<file path="src/rtl/field_line_clear.sv">
// Line-clear engine: scans the playfield bottom-up for full rows, moves everything
// above each full row down by one, blanks row 0, and reports how many rows went.
module field_line_clear #(
    parameter int unsigned FIELD_COLS = 12,
    parameter int unsigned FIELD_ROWS = 22
) (
    input  logic       i_clk,
    input  logic       i_res,
    input  logic       i_start,
    output logic       o_busy,
    output logic       o_done,
    output logic [2:0] o_lines,
    output logic       o_line_remove_pls,
    output logic [8:0] o_ram_addr,
    input  logic [3:0] i_ram_rdata,
    output logic       o_ram_we,
    output logic [3:0] o_ram_wdata
);

    localparam int unsigned COL_W = $clog2(FIELD_COLS);
    localparam int unsigned ROW_W = $clog2(FIELD_ROWS);

    localparam logic [COL_W-1:0] COL_ZERO   = COL_W'(0);
    localparam logic [COL_W-1:0] COL_ONE    = COL_W'(1);
    localparam logic [COL_W-1:0] COL_TWO    = COL_W'(2);
    localparam logic [COL_W-1:0] X_LAST     = COL_W'(FIELD_COLS - 2);
    localparam logic [ROW_W-1:0] ROW_ZERO   = ROW_W'(0);
    localparam logic [ROW_W-1:0] ROW_ONE    = ROW_W'(1);
    localparam logic [ROW_W-1:0] ROW_TWO    = ROW_W'(2);
    localparam logic [ROW_W-1:0] ROW_BOTTOM = ROW_W'(FIELD_ROWS - 2);

    typedef enum logic [2:0] {
        IDLE, SCAN, CHECK, SHIFT_RD, SHIFT_WR, CLEAR_TOP, DONE
    } state_t;

    state_t           state_q, state_d;
    logic [ROW_W-1:0] row_q, row_d;
    logic [ROW_W-1:0] dst_q, dst_d;
    logic [COL_W-1:0] col_q, col_d;
    logic             occ_q, occ_d;
    logic             full_q, full_d;
    logic [2:0]       cnt_q, cnt_d;
    logic [2:0]       lines_d;
    logic             busy_d, done_d, pls_d, we_d;
    logic [8:0]       addr_d;
    logic [3:0]       wdata_d;

    function automatic logic [8:0] cell_addr(input logic [ROW_W-1:0] y, input logic [COL_W-1:0] x);
        return 9'(32'(y) * FIELD_COLS + 32'(x));
    endfunction

    // Next state and next values of every registered output
    always_comb begin
        state_d = state_q;
        row_d   = row_q;
        dst_d   = dst_q;
        col_d   = col_q;
        occ_d   = occ_q;
        full_d  = full_q;
        cnt_d   = cnt_q;
        lines_d = o_lines;
        done_d  = 1'b0;
        pls_d   = 1'b0;
        we_d    = 1'b0;
        wdata_d = 4'd0;
        addr_d  = o_ram_addr;

        unique case (state_q)
            IDLE: begin
                if (i_start) begin
                    state_d = SCAN;
                    row_d   = ROW_BOTTOM;
                    cnt_d   = 3'd0;
                    col_d   = COL_ZERO;
                    full_d  = 1'b1;
                    addr_d  = cell_addr(ROW_BOTTOM, COL_ONE);
                end
            end
            // col_q counts scan cycles; read data is registered into occ_q, ANDed a cycle later
            SCAN: begin
                occ_d = (i_ram_rdata != 4'd0);
                if (col_q != COL_ZERO) full_d = full_q & occ_q;
                if (col_q < X_LAST - COL_ONE) addr_d = cell_addr(row_q, col_q + COL_TWO);
                if (col_q == X_LAST) begin
                    pls_d   = full_q & occ_q;
                    state_d = CHECK;
                end else begin
                    col_d = col_q + COL_ONE;
                end
            end
            CHECK: begin
                if (full_q) begin
                    if (cnt_q != 3'd7) cnt_d = cnt_q + 3'd1;
                    dst_d = row_q;
                    col_d = COL_ONE;
                    if (row_q == ROW_ZERO) begin
                        state_d = CLEAR_TOP;
                        we_d    = 1'b1;
                        addr_d  = cell_addr(ROW_ZERO, COL_ONE);
                    end else begin
                        state_d = SHIFT_RD;
                        addr_d  = cell_addr(row_q - ROW_ONE, COL_ONE);
                    end
                end else if (row_q == ROW_ZERO) begin
                    state_d = DONE;
                    done_d  = 1'b1;
                    lines_d = cnt_q;
                end else begin
                    state_d = SCAN;
                    row_d   = row_q - ROW_ONE;
                    col_d   = COL_ZERO;
                    full_d  = 1'b1;
                    addr_d  = cell_addr(row_q - ROW_ONE, COL_ONE);
                end
            end
            SHIFT_RD: begin
                state_d = SHIFT_WR;
                we_d    = 1'b1;
                wdata_d = i_ram_rdata;
                addr_d  = cell_addr(dst_q, col_q);
            end
            SHIFT_WR: begin
                state_d = SHIFT_RD;
                if (col_q != X_LAST) begin
                    col_d  = col_q + COL_ONE;
                    addr_d = cell_addr(dst_q - ROW_ONE, col_q + COL_ONE);
                end else if (dst_q != ROW_ONE) begin
                    dst_d  = dst_q - ROW_ONE;
                    col_d  = COL_ONE;
                    addr_d = cell_addr(dst_q - ROW_TWO, COL_ONE);
                end else begin
                    state_d = CLEAR_TOP;
                    col_d   = COL_ONE;
                    we_d    = 1'b1;
                    addr_d  = cell_addr(ROW_ZERO, COL_ONE);
                end
            end
            // Same row is rescanned afterwards since new content dropped into it
            CLEAR_TOP: begin
                if (col_q != X_LAST) begin
                    col_d  = col_q + COL_ONE;
                    we_d   = 1'b1;
                    addr_d = cell_addr(ROW_ZERO, col_q + COL_ONE);
                end else begin
                    state_d = SCAN;
                    col_d   = COL_ZERO;
                    full_d  = 1'b1;
                    addr_d  = cell_addr(row_q, COL_ONE);
                end
            end
            DONE:    state_d = IDLE;
            default: state_d = IDLE;
        endcase

        busy_d = (state_d != IDLE);
    end

    always_ff @(posedge i_clk or posedge i_res) begin
        if (i_res) begin
            state_q           <= IDLE;
            row_q             <= ROW_ZERO;
            dst_q             <= ROW_ZERO;
            col_q             <= COL_ZERO;
            occ_q             <= 1'b0;
            full_q            <= 1'b0;
            cnt_q             <= 3'd0;
            o_lines           <= 3'd0;
            o_busy            <= 1'b0;
            o_done            <= 1'b0;
            o_line_remove_pls <= 1'b0;
            o_ram_we          <= 1'b0;
            o_ram_addr        <= 9'd0;
            o_ram_wdata       <= 4'd0;
        end else begin
            state_q           <= state_d;
            row_q             <= row_d;
            dst_q             <= dst_d;
            col_q             <= col_d;
            occ_q             <= occ_d;
            full_q            <= full_d;
            cnt_q             <= cnt_d;
            o_lines           <= lines_d;
            o_busy            <= busy_d;
            o_done            <= done_d;
            o_line_remove_pls <= pls_d;
            o_ram_we          <= we_d;
            o_ram_addr        <= addr_d;
            o_ram_wdata       <= wdata_d;
        end
    end

endmodule

</file>
<file path="config.mk">
export PLATFORM = sky130hd
export DESIGN_NAME = field_line_clear
export DESIGN_NICKNAME = d
export VERILOG_FILES = /design/src/rtl/field_line_clear.sv
export SDC_FILE = /design/constraint.sdc
export NUM_CORES = 1
export LEC_CHECK = 0
export ABC_AREA = 0
export ABC_CLOCK_PERIOD_IN_PS = 5850
export BUFFER_PORTS_ARGS = -buffer_cell sky130_fd_sc_hd__buf_2
export CORE_ASPECT_RATIO = 0.5
export CORE_MARGIN = 1.5
export CORE_UTILIZATION = 25
export DETAILED_ROUTE_END_ITERATION = 12
export GPL_ROUTABILITY_DRIVEN = 0
export PLACE_DENSITY_LB_ADDON = 0.05
export RECOVER_POWER = 25
export SKIP_CTS_REPAIR_TIMING = 1
export SLEW_MARGIN = 20
export SYNTH_ARGS = -nofsm -noshare
export SYNTH_HDL_FRONTEND = slang
export SYNTH_SLANG_ARGS = --single-unit
</file>
<file path="constraint.sdc">
create_clock -name i_clk -period 5.85 [get_ports i_clk]
set_clock_uncertainty 0.15 [all_clocks]
set_input_delay 0.585 -clock i_clk [delete_from_list [all_inputs] [get_ports i_clk]]
set_output_delay 0.585 -clock i_clk [all_outputs]
set_load 0.01 [all_outputs]
</file>
==> impl_metrics.csv, run 1 <==
group,metric,value,unit
routing,avgRoutedWirePerCell,18.1,um
worst_setup_path,r2r_slack,2.42,ns
pwr,p_per_area,698,mW/mm2
finish,regArea,0.00105,mm2
timing,finalSetupTns,0,ns
timing,period_minus_slack,3.43,ns
die,start_util,0.262,
routing,num_vias,3239,
synthesis,synth.avg_cell_area,8.68,um2
synthesis,yosysWarnings,0,
routing,dr.max_layer_used,"met4",
worst_setup_path,end_kind,"flip-flop",
synthesis,postSynthCellCount,447,
status,failed_checks,"capacitance limit, slew limit",
pwr,p_leak,2.05,nW
clocking,cts_root_buf,"clkbuf_16",
worst_setup_path,path_max_fanout,9,
timing,rsz0062_at_grt,"no",
clocking,cts_buffers,5,
routing,m1WireLength,6.43,mm
synthesis,synth_seq_area_share,0.271,
timing,hold_ws,0.328,ns
finish,fillerInstances,1575,
global_route,antenna_found_initial,0,
clocking,cts_max_path_buffers,2,
die,fp.dieArea,0.0163,mm2
clocking,path_clk_slew,0.07,ns
placement,placement.io_buffers,26,
routing,drt_pre_antenna_iters,6,
timing,setup_violations,0,
run,drv_cap,1,
routing,wl_met2,5.04,mm
finish,drive_gt1_frac,0.107,
routing,drtAntennaViolNets,0,
global_route,track_usage,0.154,
worst_setup_path,cp-start-kind,"flip-flop",
routing,viasPerCell,4.86,
routing,met3_length,461,um
clocking,worstSkewPairLatency,0.30,ns
timing,fin_ws,2.42,ns
synthesis,synth.distinct_cells,59,
hold_path,hold_class,"reg -> reg",
timing,max_slew.worst_pin.slew,2.04,ns
die,die_y,91.1,um
finish,synthToLayoutAreaGrowth,12.5,%
clocking,htree_levels,2,
synthesis,synth_nets,509,
die,ios,27,
finish,multi_input_area,0.00266,mm2
die,design.core.area,0.0148,mm2
finish,nNetsFinal,529,
timing,fmax,0.292,GHz
synthesis,synth_enable_flop_cells,0,
global_route,grt_pass1_wl,18.7,mm
clocking,clkSinkCount,42,
synthesis,synthesis.area,0.00388,mm2
worst_setup_path,critical_path_arrival,3.43,ns
pwr,ir_drop,0.185,mV
clocking,cts_tree,"built",
global_route,grt_overflow,0,
placement,place_hpwl,9.37,mm
routing,drt_iter0_markers,268,
routing,drc,0,
worst_setup_path,cp.required,5.85,ns
timing,min_period_over_period,0.586,
die,die_x,179,um
routing,wirelength,12.0,mm
timing,max_slew_margin,-0.365,
global_route,grt_start_max_net_pins,43,
synthesis,synth_seq_cells,42,
finish,fin_cells,666,
status,status,"finished, violations left",
die,rows,31,
synthesis,synthArstFlopShare,1.00,
timing,slew_violations,43,
finish,antennaDiodeCount,0,
placement,dp_cells,658,
timing,hold_violations,0,
synthesis,synth_ff_type,"dfrtp_1",
placement,post-place-ws,2.41,ns
global_route,grt_pass1_vias,3121,
worst_setup_path,critPathKind,"reg -> reg",
[final timing paths]
| path | start | to | cells past startpoint |
|---|---|---|---|
| max | dst_q[0]$_DFFE_PP0P_ | o_ram_addr[8]$_DFFE_PP0P_ | 11 |
| max reg2reg | dst_q[0]$_DFFE_PP0P_ | o_ram_addr[8]$_DFFE_PP0P_ | 11 |
| max in group asynchronous | i_res | o_ram_addr[7]$_DFFE_PP0P_ | 2 |
| min | o_ram_addr[3]$_DFFE_PP0P_ | o_ram_addr[3]$_DFFE_PP0P_ | 1 |
| min in group asynchronous | i_res | o_done$_DFF_PP0_ | 2 |
| min reg2reg | o_ram_addr[3]$_DFFE_PP0P_ | o_ram_addr[3]$_DFFE_PP0P_ | 1 |
[worst max-delay path, stage by stage, from the launching register on]
cell	delay [ns]
dfrtp_1	0.60
inv_1	0.16
ha_1	0.25
xnor2_1	0.32
inv_1	0.12
ha_1	0.37
a21oi_1	0.22
a21oi_1	0.12
or2_4	0.27
or4_1	0.50
nand4_1	0.10
nand4_1	0.10
[power breakdown]
group	internal, mW	switching (mW)	total, mW
combinational	0.900	1.25	2.15
sequential	0.387	0.169	0.556
clock	0.203	0.135	0.337
[cell usage after synthesis (4+ instances only)]
cell type	count	area (um2)
nand2b_1	7	43.8
a21o_1	6	45.0
nand2_1	47	176
and3_1	9	56.3
nor2_1	34	128
a211oi_1	5	37.5
nor3_1	15	75.1
o22ai_1	5	31.3
nor2b_1	7	43.8
a31oi_1	4	25.0
ha_1	48	601
and3b_1	4	35.0
xor2_1	16	140
o31ai_1	4	30.0
inv_1	30	113
dfrtp_1	42	1050
fa_1	7	140
xnor2_1	19	166
buf_2	8	40.0
o21ai_0	25	125
mux2i_1	6	60.1
nand3_1	5	25.0
a21oi_1	34	170
clkbuf_1	4	15.0
mux2_2	4	45.0
[metal layers]
layer / track usage / vias up
met2: 0.222 / 50
met1: 0.237 / 1560
li1: - / 1622
met5: 0 / -
met3: 0.0243 / 7
met4: 0.0331 / 0
[area by class of cell]
class | instances | area share
sequential | 42 | 0.241
clock inverter | 3 | 0.0100
inverter | 30 | 0.0261
clock buffer | 5 | 0.0287
timing repair buffer | 26 | 0.0295
multi-input combinational | 362 | 0.608
tap | 198 | 0.0567
[stage by stage]
step                       util  cell area, um2  power (mW)
final                     0.295            4370        3.05
after global routing      0.295            4370        3.36
after CTS                 0.295            4370        3.07
after detailed placement  0.283            4200        2.72
after global placement    0.283            4200        2.76
after floorplan               -            3880        2.15
[state kept, by name, summed over array words and instances (netlist names), 3 cells and up]
signal       flops
o_ram_addr       9
dst_q            5
row_q            5
col_q            4
o_ram_wdata      4
cnt_q            3
o_lines          3
state_q          3
[cell usage in the layout, fill, tap and decap left out, drive strengths merged, types with 6 or more instances in the layout]
master,instances
nor3,15
a21o,6
nand2,47
xnor2,20
nand2b,7
xor2,17
buf,26
dfrtp,42
a21oi,37
and3,9
nor2,35
fa,7
mux2i,6
nor2b,7
o21ai,27
ha,48
inv,30
[cell families after synthesis]
logic type	after synthesis	share of synthesized area
xor gates and xnor gates	38	0.0935
AOI/OAI and AO/OA	113	0.188
muxes	10	0.0271
buffers and inverters	43	0.0451
adders and majority gates	55	0.191
and+or+nand+nor	146	0.185
DFF	42	0.271
No activity file was read; power rests on OpenSTA's default activity.
==> inputs of run 2 (changes only) <==
--- a/config.mk
+++ b/config.mk
@@ -5,8 +5,8 @@
 export SDC_FILE = /design/constraint.sdc
 export NUM_CORES = 1
 export LEC_CHECK = 0
-export ABC_AREA = 0
-export ABC_CLOCK_PERIOD_IN_PS = 5850
+export ABC_AREA = 1
+export ABC_CLOCK_PERIOD_IN_PS = 3000
 export BUFFER_PORTS_ARGS = -buffer_cell sky130_fd_sc_hd__buf_2
 export CORE_ASPECT_RATIO = 0.5
 export CORE_MARGIN = 1.5
==> constraint.sdc (replaced) <==
create_clock -name i_clk -period 3 [get_ports i_clk]
set_clock_uncertainty 0.15 [all_clocks]
set_input_delay 0.3 -clock i_clk [delete_from_list [all_inputs] [get_ports i_clk]]
set_output_delay 0.3 -clock i_clk [all_outputs]
set_load 0.01 [all_outputs]
==> run 2 against run 1 <==
Against the previous run:
- the flow still finishes with violations (capacitance limit, slew limit)
- critical path depth rose by 4
- clock power is 69% higher
- power increased by 75%
- core utilization up 1.3 points
- fmax increased by 25%
- setup slack got worse by 2.2 ns
- largest cell class unchanged
- highest routed layer unchanged
==> impl_metrics.csv, run 2 <==
group,metric,value,unit
synthesis,yosysMostFrequentCell,"nand2_1",
synthesis,synth_top_area_frac,0.270,
finish,drive_gt1_frac,0.184,
status,status,"finished, violations left",
synthesis,synth_ff_type,"dfrtp_1",
routing,wirelength,12.2,mm
synthesis,synth_seq_cells,42,
timing,rsz0062_at_grt,"no",
global_route,use_met3,0.0225,
die,rows,32,
clocking,cts_tree,"built",
routing,drc,0,
worst_setup_path,worstPathCellList,"inv_2, ha_1, xnor2_2, inv_1, fa_1, nand2_1, nand2_1, a21oi_1, nand2_1, nand3_1, nand2_1, nor2_1, nand3_1, nor2_1, nor2_1",
worst_setup_path,crit_path_max_incr_delay,0.44,ns
global_route,grt_pass1_wl,20.0,mm
global_route,antenna_found_initial,0,
finish,largest_register,"o_ram_addr",
timing,min_period_over_period,0.916,
synthesis,synthesis.area,0.00390,mm2
synthesis,synthArstFlopShare,1.00,
worst_setup_path,crit_slowest_cell,"fa_1",
finish,antennaDiodeCount,0,
run,drv_cap,1,
clocking,cts_max_path_buffers,2,
worst_setup_path,critPathKind,"reg -> reg",
status,failed_checks,"capacitance limit, slew limit",
pwr,ir_drop,0.310,mV
worst_setup_path,end_kind,"flip-flop",
synthesis,synth.top_cells.by_area,"dfrtp_1, ha_1, nand2_1",
global_route,grt_pass1_vias,3569,
timing,period_minus_slack,2.75,ns
timing,finalSetupTns,0,ns
finish,largest_reg_flops,9,
worst_setup_path,path_max_fanout,5,
clocking,cts_buffers,5,
pwr,p_per_area,1130,mW/mm2
finish,regArea,0.00105,mm2
global_route,grt_start_max_net_pins,43,
synthesis,yosysWarnings,0,
synthesis,synth_nets,594,
worst_setup_path,cpMostUsedCell,"nand2_1",
synthesis,postSynthCellCount,532,
placement,place_hpwl,9.87,mm
finish,fillerInstances,1693,
timing,hold_ws,0.0699,ns
worst_setup_path,cp-start-kind,"flip-flop",
synthesis,synth.avg_cell_area,7.33,um2
global_route,track_usage,0.157,
finish,largest_registers,"o_ram_addr (9), dst_q (5), row_q (5)",
timing,fmax,0.364,GHz
die,die_x,180,um
synthesis,synth_enable_flop_cells,0,
routing,drt_pre_antenna_iters,4,
hold_path,hold_class,"in -> reg",
synthesis,synth.distinct_cells,46,
synthesis,yosysTopAreaCell,"dfrtp_1",
timing,hold_violations,0,
pwr,p_leak,2.48,nW
routing,drt_iter0_markers,155,
finish,layout_commonest_cell,"nand2_1",
global_route,grt.met1_usage,0.237,
global_route,top_usage_layer,"met1",
die,die_y,91.3,um
clocking,cts_root_buf,"clkbuf_16",
synthesis,synth_top_cells_by_count,"nand2_1, inv_1, ha_1",
clocking,htree_levels,2,
synthesis,synth_seq_area_share,0.270,
clocking,clkSinkCount,42,
finish,multi_input_area,0.00257,mm2
finish,nNetsFinal,652,
routing,drtAntennaViolNets,0,
finish,synthToLayoutAreaGrowth,21.0,%
global_route,met2_usage,0.237,
routing,num_vias,3550,
clocking,path_clk_slew,0.07,ns
die,ios,27,
worst_setup_path,cp.required,3.04,ns
finish,mostFrequentLayoutCells,"nand2_1, inv_1, nor2_1",
die,start_util,0.254,
die,fp.dieArea,0.0164,mm2
timing,slew_violations,43,
timing,max_slew_margin,-0.381,
global_route,grt_overflow,0,
placement,placement.io_buffers,26,
timing,max_slew.worst_pin.slew,2.06,ns
routing,avgRoutedWirePerCell,15.4,um
routing,viasPerCell,4.47,
timing,setup_violations,0,
worst_setup_path,critical_path_arrival,2.79,ns
clocking,worstSkewPairLatency,0.30,ns
die,design.core.area,0.0153,mm2
-- run 2: area by class of cell --
cell class	count	area share
well taps	204	0.0541
flip-flops and latches	42	0.223
clock buffers	5	0.0265
multi-input cells	397	0.545
inverters	87	0.0705
repair buffers	57	0.0769
clock inverters	3	0.00398
-- run 2: metal layers --
metal | wire [um] | vias up | part of all wire
li1 | - | 1862 | -
met1 | 6730 | 1645 | 0.55
met2 | 5170 | 41 | 0.42
met3 | 285 | 2 | 0.023
met4 | 42 | 0 | 0.0034
met5 | 0 | - | 0
-- run 2: through the flow --
stage                     utilization  instances  setup WS [ns]  total power [mW]  area [um2]
final                           0.308        795          0.253              5.33        4720
after detailed placement        0.292        787         0.0295              4.52        4480
after CTS                       0.301        795         0.0128              5.13        4620
after global routing            0.308        795        0.00787              5.97        4720
after global placement          0.292        787          0.101              4.56        4480
after floorplan                     -        532         0.0860              3.37        3900
-- run 2: power breakdown --
group | internal [mW] | total, mW | switching [mW]
registers | 0.744 | 0.910 | 0.166
logic | 1.53 | 3.85 | 2.33
clock network | 0.310 | 0.571 | 0.262
total | 2.58 | 5.33 | 2.75
-- run 2: critical path: cells and delay by family (launching register included) --
| kind | cells | cell delay, ns |
|---|---|---|
| AO/OA/AOI/OAI | 1 | 0.17 |
| buffers and inverters | 2 | 0.23 |
| adder cells (fa/ha/maj) | 2 | 0.68 |
| XOR/XNOR | 1 | 0.14 |
| flip-flops | 1 | 0.39 |
| AND/OR/NAND/NOR | 9 | 0.87 |
-- run 2: cell families (layout without fill, tap and decap cells) --
group,count (synthesis),after routing,share of synthesized area
and+or+nand+nor,231,231,0.267
AOI/OAI and AO/OA,95,95,0.142
buffers and inverters,93,152,0.0956
adders and majority gates,55,55,0.190
DFF,42,42,0.270
xor gates and xnor gates,16,16,0.0359
-- run 2: path summary, 6_finish.rpt --
check | from | end | slack (ns) | depth (start not counted)
max | row_q[1]$_DFFE_PP0P_ | o_ram_addr[7]$_DFFE_PP0P_ | 0.25 | 15
max in group asynchronous | i_res | o_ram_addr[1]$_DFFE_PP0P_ | 1.38 | 2
min in group asynchronous | i_res | o_lines[1]$_DFFE_PP0P_ | 0.38 | 2
min | i_ram_rdata[1] | o_ram_wdata[1]$_DFF_PP0_ | 0.07 | 3
max reg2reg | row_q[1]$_DFFE_PP0P_ | o_ram_addr[7]$_DFFE_PP0P_ | 0.25 | 15
min reg2reg | o_ram_addr[3]$_DFFE_PP0P_ | o_ram_addr[3]$_DFFE_PP0P_ | 0.33 | 2
==> inputs of run 3 (changes only) <==
--- a/config.mk
+++ b/config.mk
@@ -8,7 +8,6 @@
 export ABC_AREA = 1
 export ABC_CLOCK_PERIOD_IN_PS = 3000
 export BUFFER_PORTS_ARGS = -buffer_cell sky130_fd_sc_hd__buf_2
-export CORE_ASPECT_RATIO = 0.5
 export CORE_MARGIN = 1.5
 export CORE_UTILIZATION = 25
 export DETAILED_ROUTE_END_ITERATION = 12
==> run 3 against run 2 <==
Against the previous run:
- the flow still finishes with violations (capacitance limit, slew limit)
- combinational power hardly changed
- via count is 0.70% higher
- global-route usage is 0.44 points lower
- non-clock buffer count is 1 lower
- die area is 0.28% lower
- flip-flop and latch count stayed put
- sequential power is 2% lower
- sequential share of layout area is 0.068 points higher
- wire length is 3.9% lower
- critical endpoint unchanged
- register-to-register slack worse by 0.03 ns
- count of clock-buffer cells in the layout stayed put
- cell count is 2.1% lower
==> impl_metrics.csv, run 3 (synthesis results as in run 2) <==
group,metric,value,unit
status,status,"finished, violations left",
status,failed_checks,"capacitance limit, slew limit",
hold_path,hold_start,"i_ram_rdata[2]",
routing,drtAntennaViolNets,0,
finish,synthToLayoutAreaGrowth,20.8,%
placement,place_hpwl,9.59,mm
routing,avgRoutedWirePerCell,15.1,um
timing,max_slew.worst_pin.slew,2.04,ns
routing,dr.max_layer_used,"met4",
clocking,cts_max_path_buffers,2,
pwr,power_frac_clock,0.120,
finish,largest_reg_flops,9,
die,fp.dieArea,0.0164,mm2
routing,drc,0,
routing,drt_iter0_markers,171,
timing,min_period_over_period,0.926,
pwr,p_int,2.65,mW
routing,drt_pre_antenna_iters,4,
hold_path,min_to,"o_ram_wdata[2]$_DFF_PP0_",
clocking,worstSkewPairLatency,0.30,ns
clocking,cts_buffers,5,
finish,largest_registers,"o_ram_addr (9), dst_q (5), row_q (5)",
clocking,cts_root_buf,"clkbuf_16",
finish,largest_register,"o_ram_addr",
hold_path,min_path_cells,3,
global_route,grt_pass1_wl,19.2,mm
die,design.core.area,0.0152,mm2
finish,regArea,0.00105,mm2
finish,drive_gt1_frac,0.181,
pwr,swShare,0.511,
global_route,antenna_found_initial,0,
global_route,grt_pass1_vias,3525,
die,ios,27,
worst_setup_path,critPathKind,"reg -> reg",
worst_setup_path,r2r_slack,0.22,ns
placement,dp_cells,767,
die,rows,45,
finish,layout_commonest_cell,"nand2_1",
worst_setup_path,rr_endpoint,"o_ram_addr[7]$_DFFE_PP0P_",
clocking,htree_levels,2,
pwr,comb_power_share,0.715,
pwr,p_seq_frac,0.165,
routing,met3_length,398,um
routing,wirelength,11.8,mm
worst_setup_path,cp.required,3.04,ns
pwr,p_total,5.42,mW
pwr,p_leak,2.49,nW
worst_setup_path,rr_startpoint,"dst_q[1]$_DFFE_PP0P_",
timing,hold_violations,0,
finish,antennaDiodeCount,0,
routing,wl_met2,5.42,mm
finish,final_design_area_no_fill,0.00471,mm2
finish,nNetsFinal,651,
global_route,grt_overflow,0,
clocking,clkSinkCount,42,
finish,mostFrequentLayoutCells,"nand2_1, inv_1, ha_1",
timing,setup_violations,0,
routing,num_vias,3575,
pwr,p_per_area,1150,mW/mm2
clocking,path_clk_slew,0.07,ns
pwr,ir_drop,0.438,mV
routing,viasPerCell,4.60,
run,drv_cap,1,
timing,fmax,0.360,GHz
placement,place_area,0.00443,mm2
global_route,track_usage,0.153,
timing,period_minus_slack,2.78,ns
die,die_y,128,um
finish,fillerInstances,1711,
worst_setup_path,critical_path_arrival,2.82,ns
worst_setup_path,end_kind,"flip-flop",
worst_setup_path,path_max_fanout,6,
die,die_x,128,um
worst_setup_path,reg2reg_depth,20,
finish,multi_input_area,0.00256,mm2
finish,fin_cells,778,
routing,m1WireLength,5.84,mm
global_route,grt_start_max_net_pins,43,
timing,max_slew_margin,-0.369,
die,start_util,0.256,
hold_path,hold_class,"in -> reg",
timing,slew_violations,43,
placement,placement.io_buffers,26,
pwr,power.switching,2.77,mW
worst_setup_path,cp-start-kind,"flip-flop",
clocking,cts_tree,"built",
## run 3: cell types whose count changed in the layout (fill, tap and decap cells not counted), sizes merged
cell / delta
buf: -1
bufinv: +1
clkinv: -1
## run 3: through the flow
step	worst slack, ns	TNS (ns)	utilization	hold WS, ns
after floorplan	0.0860	0	-	0.256
after global placement	0.107	0	0.291	0.307
after detailed placement	0.0621	0	0.291	0.312
after CTS	0.0241	0	0.302	0.0517
after global routing	-0.000679	-0.000679	0.310	0.0651
final	0.221	0	0.310	0.0616
## run 3: power by group through the flow
stage,Clock (mW),Combinational (mW),Sequential (mW)
final,0.653,3.87,0.893
after detailed placement,0,3.58,0.899
after CTS,0.682,3.60,0.892
after global placement,0,3.61,0.900
after global routing,0.701,4.41,0.918
after floorplan,0,2.46,0.911
## run 3: how the worst max path moves through the flow
stage,startpoint,to,slack (ns),cells after the start
2_1_floorplan,dst_q[1]$_DFFE_PP0P_,o_ram_addr[7]$_DFFE_PP0P_,0.09,20
3_3_place_gp,row_q[1]$_DFFE_PP0P_,o_ram_addr[7]$_DFFE_PP0P_,0.11,15
3_5_place_dp,dst_q[1]$_DFFE_PP0P_,o_ram_addr[7]$_DFFE_PP0P_,0.06,20
4_1_cts,dst_q[1]$_DFFE_PP0P_,o_ram_addr[7]$_DFFE_PP0P_,0.02,20
5_1_grt,row_q[0]$_DFFE_PP0P_,o_ram_addr[7]$_DFFE_PP0P_,-0.0007,15
6_report,dst_q[1]$_DFFE_PP0P_,o_ram_addr[7]$_DFFE_PP0P_,0.22,20
## run 3: final cells by class
type | instances | area share
Sequential cell | 42 | 0.223
Clock buffer | 5 | 0.0266
Clock inverter | 3 | 0.00930
Tap cell | 188 | 0.0499
Inverter | 87 | 0.0707
Timing Repair Buffer | 56 | 0.0755
Multi-Input combinational cell | 397 | 0.545
## run 3: routing by layer
layer	up-vias	track usage
li1	1847	-
met1	1671	0.213
met2	51	0.249
met3	6	0.0271
met4	0	0.0304
met5	-	0
## run 3: worst max-delay path, cell delays in order (launching register included)
cell     delay, ns
dfrtp_1       0.34
inv_1         0.05
ha_1          0.22
nand2_1       0.07
inv_1         0.03
or2_2         0.29
inv_2         0.07
nand2_1       0.05
o21a_1        0.12
inv_2         0.07
ha_2          0.31
nand2_2       0.09
nand3_4       0.11
xor2_4        0.23
nand2_1       0.07
nand2_1       0.06
nand3_1       0.07
nand2_1       0.07
nand2_1       0.05
nor2_1        0.10
nor2_1        0.04
